$ cat src/rtl/alu_sequencer.sv
// Command-driven initiator for the 4-bit ALU: accepts EXEC/LOAD/PEEK commands,
// keeps a 4-bit accumulator and {carry, overflow} flags, and returns one result per command.

module alu_sequencer_alu (
  input  logic [3:0] n1,
  input  logic [3:0] n2,
  input  logic [2:0] op,
  output logic [3:0] x,
  output logic [1:0] ccr
);
  logic [4:0] sum;
  logic [4:0] dif;

  always_comb begin
    sum = {1'b0, n1} + {1'b0, n2};
    dif = {1'b0, n1} - {1'b0, n2};
    x   = '0;
    ccr = '0;
    case (op)
      3'b000: begin
        x   = sum[3:0];
        ccr = {sum[4], (n1[3] == n2[3]) && (sum[3] != n1[3])};
      end
      // carry on subtract is the borrow out of n1 - n2
      3'b001: begin
        x   = dif[3:0];
        ccr = {dif[4], (n1[3] != n2[3]) && (dif[3] != n1[3])};
      end
      3'b010: x = {n1[2:0], 1'b0};
      3'b011: x = 4'd0 - n1;
      3'b100: x = ~n1;
      3'b101: x = n1 & n2;
      3'b110: x = n1 | n2;
      default: x = n1 ^ n2;
    endcase
  end
endmodule

module alu_sequencer (
  input  logic       clk,
  input  logic       rst_n,
  input  logic       cmd_valid,
  output logic       cmd_ready,
  input  logic [1:0] cmd_mode,
  input  logic [2:0] cmd_op,
  input  logic [3:0] cmd_data,
  output logic       res_valid,
  input  logic       res_ready,
  output logic [3:0] res_data,
  output logic [1:0] res_ccr,
  output logic       res_err
);
  typedef enum logic [1:0] {IDLE, ISSUE, RESP} state_t;
  typedef enum logic [1:0] {EXEC = 2'b00, LOAD = 2'b01, PEEK = 2'b10, RSVD = 2'b11} mode_t;

  state_t     state;
  mode_t      mode_r;
  logic [2:0] op_r;
  logic [3:0] data_r;
  logic [3:0] acc;
  logic [1:0] flags;
  logic [3:0] alu_x;
  logic [1:0] alu_ccr;

  alu_sequencer_alu u_alu (
    .n1  (acc),
    .n2  (data_r),
    .op  (op_r),
    .x   (alu_x),
    .ccr (alu_ccr)
  );

  always_ff @(posedge clk) begin
    if (!rst_n) begin
      state     <= IDLE;
      mode_r    <= EXEC;
      op_r      <= '0;
      data_r    <= '0;
      acc       <= '0;
      flags     <= '0;
      cmd_ready <= 1'b1;
      res_valid <= 1'b0;
      res_data  <= '0;
      res_ccr   <= '0;
      res_err   <= 1'b0;
    end else begin
      case (state)
        IDLE: begin
          if (cmd_valid) begin
            mode_r    <= mode_t'(cmd_mode);
            op_r      <= cmd_op;
            data_r    <= cmd_data;
            cmd_ready <= 1'b0;
            state     <= ISSUE;
          end
        end
        ISSUE: begin
          res_valid <= 1'b1;
          res_err   <= 1'b0;
          state     <= RESP;
          case (mode_r)
            EXEC: begin
              acc      <= alu_x;
              flags    <= alu_ccr;
              res_data <= alu_x;
              res_ccr  <= alu_ccr;
            end
            LOAD: begin
              acc      <= data_r;
              res_data <= data_r;
              res_ccr  <= flags;
            end
            PEEK: begin
              res_data <= acc;
              res_ccr  <= flags;
            end
            default: begin
              res_data <= acc;
              res_ccr  <= flags;
              res_err  <= 1'b1;
            end
          endcase
        end
        RESP: begin
          if (res_ready) begin
            res_valid <= 1'b0;
            cmd_ready <= 1'b1;
            state     <= IDLE;
          end
        end
        default: state <= IDLE;
      endcase
    end
  end
endmodule
$ cat config.mk
export PLATFORM = sky130hd
export DESIGN_NAME = alu_sequencer
export DESIGN_NICKNAME = d
export VERILOG_FILES = /design/src/rtl/alu_sequencer.sv
export SDC_FILE = /design/constraint.sdc
export NUM_CORES = 1
export LEC_CHECK = 0
export CAP_MARGIN = 0
export CORE_UTILIZATION = 55
export CTS_CLUSTER_DIAMETER = 60
export DETAILED_ROUTE_END_ITERATION = 10
export HOLD_SLACK_MARGIN = 0.08
export PLACE_DENSITY_LB_ADDON = 0.1
export SLEW_MARGIN = 30
export SYNTH_ARGS = -nofsm -noshare
export SYNTH_HDL_FRONTEND = slang
export SYNTH_SLANG_ARGS = --single-unit
$ cat constraint.sdc
create_clock -name clk -period 4.1 [get_ports clk]
set_input_delay 0.82 -clock clk [delete_from_list [all_inputs] [get_ports clk]]
set_output_delay 0.82 -clock clk [all_outputs]
set_load 0.005 [all_outputs]
==> metrics.txt, run 1 <==
multiplexer area fraction after synthesis 0.0679; Port Buf Inserts 21; Synth area leader dfxtp_1; f_max 433 MHz; Crit Path Class flip-flop to flip-flop; GP Congestion 0.837; Netlist cell types 42; DR DRC count 0; most numerous cell in the Yosys netlist nor2_1; startpoint types flip-flop; Area Growth Syn to Fin 16.7%; worst-margin pin slew 0.701 ns; fin crit share 0.563; Ys Warns 0; Critical Path Start acc[0]$_SDFFE_PN0P_; CP Max Fanout 7; FF-to-FF path depth 8; Synth Area in Simple Gates 0.182; total negative slack 0 ns; clock buffer count from CTS 3; Ports 22; Std-Cell Rows 18; r2r setup slk 1.79 ns; RSZ-0062 raised after global routing false; htree depth 1; ANT nets after route 0; Critical R2R Launch acc[0]$_SDFFE_PN0P_; largest family of logic cells by synthesized area compound AO/OA/AOI/OAI gates; delay-heaviest family, CP compound AO/OA/AOI/OAI gates; Lkg Pwr 0.661 nW; CP max stage delay 0.47 ns; core area 2500 sq um; Seq cells post-synth 20; Max rail drop VDD 0.000294 V; Initial Utilization 0.590; largest net degree at the start of global routing 23; fraction of layout instances using a drive strength above 1 0.0455; postcts setup bufs 0; CTS tree done; Worst Setup End Kind flip-flop; WHS Endpoint flags[1]$_SDFFE_PN0P_; post-synthesis cell count 183; vias per cell 5.84; area of the die 2890 sq um; clock root buffer clkbuf_4; clk_lat worst skew 0.31 ns; clock slew at reported path FFs 0.12 ns; vias in the first global route 1169; HP Start flags[1]$_SDFFE_PN0P_; post-CTS resize count 0; Pwr Density 318 nW/um^2; Hold Violations, Final 0; Worst Path Required 4.31 ns; Netlist Area Pre-Place 1470 sq um; Area contributors post-synth dfxtp_1 (27%), ha_1 (11%), mux2i_1 (6.8%); diode count 0; Synth top area share 0.272; Hold WC Path Type flip-flop to flip-flop; Post-synth EDFFs 0; initial antenna violation count 0; GRT Util Overall 0.259; drt wl/cell 15.1 microns; Compound-Gate Fraction of Synth Area 0.222; CTS Buffer Depth 2; global route overflow 0; via count 1332; xor-xnor portion of the synthesized cell area 0.0416; Nets 227; min cycle time layout 2.31 ns; Post-DP HPWL 2490 microns; worst-path cell chain inv_1 > ha_1 > fa_1 > nor2_1 > a21oi_1 > o311ai_0 > nor3_1 > o32ai_1; Worst R2R End acc[1]$_SDFFE_PN0P_; maxcap violations 0; top post-synthesis cells by count nor2_1 (22), dfxtp_1 (20), inv_1 (16); die width 53.8 microns; fin. max-slew vios 0; post-synthesis adder-cell area fraction 0.138; Die Ht 53.8 microns; CTS Sinks 20; Tot Pwr 0.548 mW; Hold Path Cell Cnt 2; first-pass GRT wire length 5260 microns; CP arrival 2.52 ns; CP bufs+invs 1; Seq/Total Area, Yosys 0.272; Top FF cell, synth dfxtp_1; final setup fails 0; Max-slew headroom 0.532; hold_buf cts 0; skew final 0.00374 ns; outcome finished, final reports clean; asr flop ratio synth 0; Pre-antenna DRT Iters 4; syn nets 211; syn_area_per_cell 8.05 sq um; Slowest-stage cell, CP dfxtp_1; initial DRC count 31; Total Wirelength 3450 microns
[sequential cells by signal (all words and copies together), names as in the netlist]
signal	count
state	2
acc	4
data_r	4
res_err	1
flags	2
mode_r	2
res_valid	1
cmd_ready	1
op_r	3
[cell usage in the layout (no fill, tap or decap), types with 2 or more instances in the layout]
cell type,instances
nor2_1,22
clkdlybuf4s50_1,21
dfxtp_1,20
inv_1,16
nand2_1,15
o21ai_0,13
ha_1,13
a21oi_1,11
mux2i_1,10
xnor2_1,7
o211ai_1,5
a31oi_1,4
nand3_1,4
nor3_1,3
clkbuf_4,3
nor3b_1,2
o21bai_1,2
o22ai_1,2
fa_1,2
[worst min-delay path: stages, from the launching register on]
cell and delay, ns:
dfxtp_1 0.33, nand2_1 0.05, o22ai_1 0.06
[worst max path at each step]
| stage | depth (start not counted) | end |
|---|---|---|
| 2_1_floorplan | 7 | acc[1]$_SDFFE_PN0P_ |
| 3_3_place_gp | 3 | acc[1]$_SDFFE_PN0P_ |
| 4_1_cts | 8 | acc[1]$_SDFFE_PN0P_ |
| 6_report | 8 | acc[1]$_SDFFE_PN0P_ |
| 5_1_grt | 7 | acc[1]$_SDFFE_PN0P_ |
| 3_5_place_dp | 3 | acc[1]$_SDFFE_PN0P_ |
[per-stage QoR]
stage | hold slack (ns) | worst slack (ns) | utilization | area, sq um | std cells
global placement | 0.456 | 1.94 | 0.667 | 1670 | 224
floorplan | 0.463 | 2.16 | - | 1470 | 183
finish | 0.483 | 1.79 | 0.688 | 1720 | 228
global route | 0.496 | 1.68 | 0.688 | 1720 | 228
detailed placement | 0.465 | 1.90 | 0.667 | 1670 | 224
CTS | 0.484 | 1.86 | 0.688 | 1720 | 228
[kinds of logic (layout without fill, tap and decap cells)]
family                     after synthesis  after routing
buffers and inverters                   26             41
AOI/OAI and AO/OA                       50             50
xor gates and xnor gates                 7              7
and+or+nand+nor                         55             55
muxes                                   10             10
DFF                                     20             20
adders and majority gates               15             15
[power breakdown]
part           total, mW  internal, mW  switching [mW]
sequential         0.234         0.207          0.0276
combinational      0.148        0.0754          0.0725
clock              0.165        0.0989          0.0665
[area by class of cell]
class                      instances  area [sq um]
tap                               30          37.5
fill                             214           779
multi-input combinational        137           960
timing repair buffer              21           210
clock inverter                     1          30.0
inverter                          16          60.1
clock buffer                       3          22.5
sequential                        20           400
[layer usage]
metal | GRT usage | part of all wire | wire (microns)
met5 | 0 | 0 | 0
met4 | 0.105 | 0.016 | 54
met3 | 0.0537 | 0.041 | 141
met2 | 0.447 | 0.50 | 1720
met1 | 0.310 | 0.44 | 1530
(Power assumes the default switching activity.)
==> run 2, diff against run 1 <==
Settings changed: CORE_UTILIZATION 55 to 54.
Clock period 4.1 ns to 2.2 ns, I/O delays scaled along.
==> run 2 against run 1 <==
Register-to-register slack worse by 1.6 ns. Setup slack worse by 1.6 ns. Sequential cell count stayed put. Combinational power is 90% higher. Largest cell class unchanged.
==> metrics.txt, run 2 (synthesis gave the netlist of run 1 again) <==
outcome finished, final reports clean; Port Buf Inserts 21 (unchanged); Tot Pwr 1.01 mW (+85%); die width 54.2 microns (+0.89%); combinational share of power 0.277 (+0.007); fin crit share 0.928 (+0.365); WHS Endpoint flags[0]$_SDFFE_PN0P_; biggest regs acc: 4 flops, data_r: 4 flops, op_r: 3 flops; CP arrival 2.23 ns (-0.29 ns); fin. max-slew vios 0 (unchanged); Pre-antenna DRT Iters 4 (unchanged); Post-DP HPWL 2570 microns (+3.1%); Worst R2R End acc[1]$_SDFFE_PN0P_; Worst Path Required 2.39 ns (-1.92 ns); vias per cell 5.91 (+1.2%); Max-slew headroom 0.540 (+0.00747); CTS Buffer Depth 2 (unchanged); final setup fails 0 (unchanged); CP Max Fanout 5 (-2); initial antenna violation count 0 (unchanged); global route overflow 0 (unchanged); RSZ-0062 raised after global routing false; Die Ht 54.2 microns (+0.89%); DR DRC count 0 (unchanged); core area 2520 sq um (+0.90%); Std-Cell Rows 18 (unchanged); vias in the first global route 1235 (+5.6%); r2r setup slk 0.16 ns (-1.63 ns); Worst Setup End Kind flip-flop; Multi-input gate area 960 sq um (unchanged); htree depth 1 (unchanged); clock slew at reported path FFs 0.12 ns (about the same); Crit Path Class flip-flop to flip-flop; startpoint types flip-flop; drt wl/cell 14.8 microns (-2.4%); share of power burned in the clock network 0.295 (-0.007); diode count 0 (unchanged); Pwr Density 581 nW/um^2 (+83%); GP Congestion 0.876 (+4.6%); FF-to-FF path depth 7 (-1); CTS tree done; maxcap violations 0 (unchanged); Total Wirelength 3410 microns (-1.1%); Critical R2R Launch data_r[0]$_SDFFE_PN0P_; switching portion of total power 0.296 (-0.00844); FF/Latch Area 403 sq um (+0.62%); Initial Utilization 0.584 (-0.00526); skew final 0.00713 ns (+0.00338 ns); Max Used Layer met4; Psw 0.300 mW (+80%); met2 routed WL 1630 microns (-5.2%); clock root buffer clkbuf_4; via count 1366 (+2.6%); Area Growth Syn to Fin 18.4%; HP Start flags[0]$_SDFFE_PN0P_; clock buffer count from CTS 3 (unchanged); largest net degree at the start of global routing 23 (unchanged); part of the power in registers 0.428 (about the same); Hold Path Cell Cnt 2 (unchanged); clk_lat worst skew 0.30 ns (about the same); met3 routed WL 183 microns (+30%); hold_buf cts 0 (unchanged); Nets 230 (+1.3%); area of the die 2940 sq um (+1.8%); worst-margin pin slew 0.690 ns (-0.0112 ns); Ports 22 (unchanged); f_max 490 MHz (+13%); first-pass GRT wire length 5400 microns (+2.6%); CTS Sinks 20 (unchanged); WL met1 1570 microns (+2.5%); Lkg Pwr 0.676 nW (+2.3%); initial DRC count 42 (+35%); commonest non-fill, non-tap cell in the layout nor2_1; commonest cells after routing, fill and taps aside nor2_1 (22), clkdlybuf4s50_1 (21), dfxtp_1 (18); ANT nets after route 0 (unchanged); fraction of layout instances using a drive strength above 1 0.0697 (+0.0242); Cell Int Power 0.715 mW (+88%); Hold WC Path Type flip-flop to flip-flop; total negative slack 0 ns (unchanged); min cycle time layout 2.04 ns (-0.266 ns); GRT Util Overall 0.258 (-0.00144); fillcell total 218 (+1.9%); Max rail drop VDD 0.000582 V (+98%); Hold Violations, Final 0 (unchanged)
run 2: cell count changes in the layout (fill, tap and decap cells not counted), sizes merged:
cell  before  now
buf        0    3
run 2: area by class of cell:
| cell class | instances | share of cell area |
|---|---|---|
| clock buffers | 3 | 0.0129 |
| clock inverters | 1 | 0.0172 |
| inverters | 16 | 0.0344 |
| multi-input cells | 137 | 0.550 |
| flip-flops and latches | 20 | 0.231 |
| well taps | 30 | 0.0215 |
| repair buffers | 24 | 0.133 |
run 2: worst max-delay path by stage:
stage                            from                  end  slack (ns)  cells after the start
6_report       data_r[0]$_SDFFE_PN0P_  acc[1]$_SDFFE_PN0P_        0.16                      7
5_1_grt        data_r[0]$_SDFFE_PN0P_  acc[1]$_SDFFE_PN0P_       0.005                      7
4_1_cts           acc[0]$_SDFFE_PN0P_  acc[1]$_SDFFE_PN0P_        0.12                      7
3_5_place_dp      acc[0]$_SDFFE_PN0P_  acc[1]$_SDFFE_PN0P_        0.14                      7
3_3_place_gp      acc[0]$_SDFFE_PN0P_  acc[1]$_SDFFE_PN0P_        0.22                      7
2_1_floorplan     acc[0]$_SDFFE_PN0P_  acc[1]$_SDFFE_PN0P_        0.26                      7
run 2: stage by stage:
stage | utilization | cells | setup WS [ns] | instance area, sq um | hold slack, ns
finish | 0.692 | 231 | 0.159 | 1750 | 0.481
global route | 0.692 | 231 | 0.00534 | 1750 | 0.491
CTS | 0.691 | 231 | 0.122 | 1740 | 0.480
detailed placement | 0.670 | 227 | 0.143 | 1690 | 0.463
global placement | 0.670 | 227 | 0.217 | 1690 | 0.457
floorplan | - | 183 | 0.265 | 1470 | 0.463
run 2: power by group through the flow:
| stage | registers (mW) | clock network, mW | logic (mW) |
|---|---|---|---|
| after floorplan | 0.417 | 0 | 0.213 |
| after global placement | 0.438 | 0 | 0.268 |
| after detailed placement | 0.441 | 0 | 0.280 |
| after CTS | 0.432 | 0.305 | 0.281 |
| after global routing | 0.439 | 0.324 | 0.313 |
| final | 0.434 | 0.299 | 0.281 |
run 2: repair_timing:
item	4_1_cts	5_1_grt
hold endpoints to repair	0	0
gates resized for setup	0	2
endpoints found under the setup margin	0	1
setup buffers	0	0
run 2: worst max-delay path, stage by stage (launching register included):
cell and delay, ns:
dfxtp_1 0.42, ha_1 0.24, fa_1 0.41, nor2b_1 0.14
a211o_1 0.28, and3_1 0.18, nor3_1 0.16, o32ai_1 0.11
run 2: per-layer routing:
layer	vias to the layer above	track usage
li1	673	-
met1	640	0.324
met2	49	0.429
met3	4	0.0778
met4	0	0.0641
met5	-	0
==> run 3, diff against run 2 <==
Settings changed: GPL_ROUTABILITY_DRIVEN from default to 0.
==> results of run 3 <==
The final DEF is identical to that of run 2; final timing and power are the same.
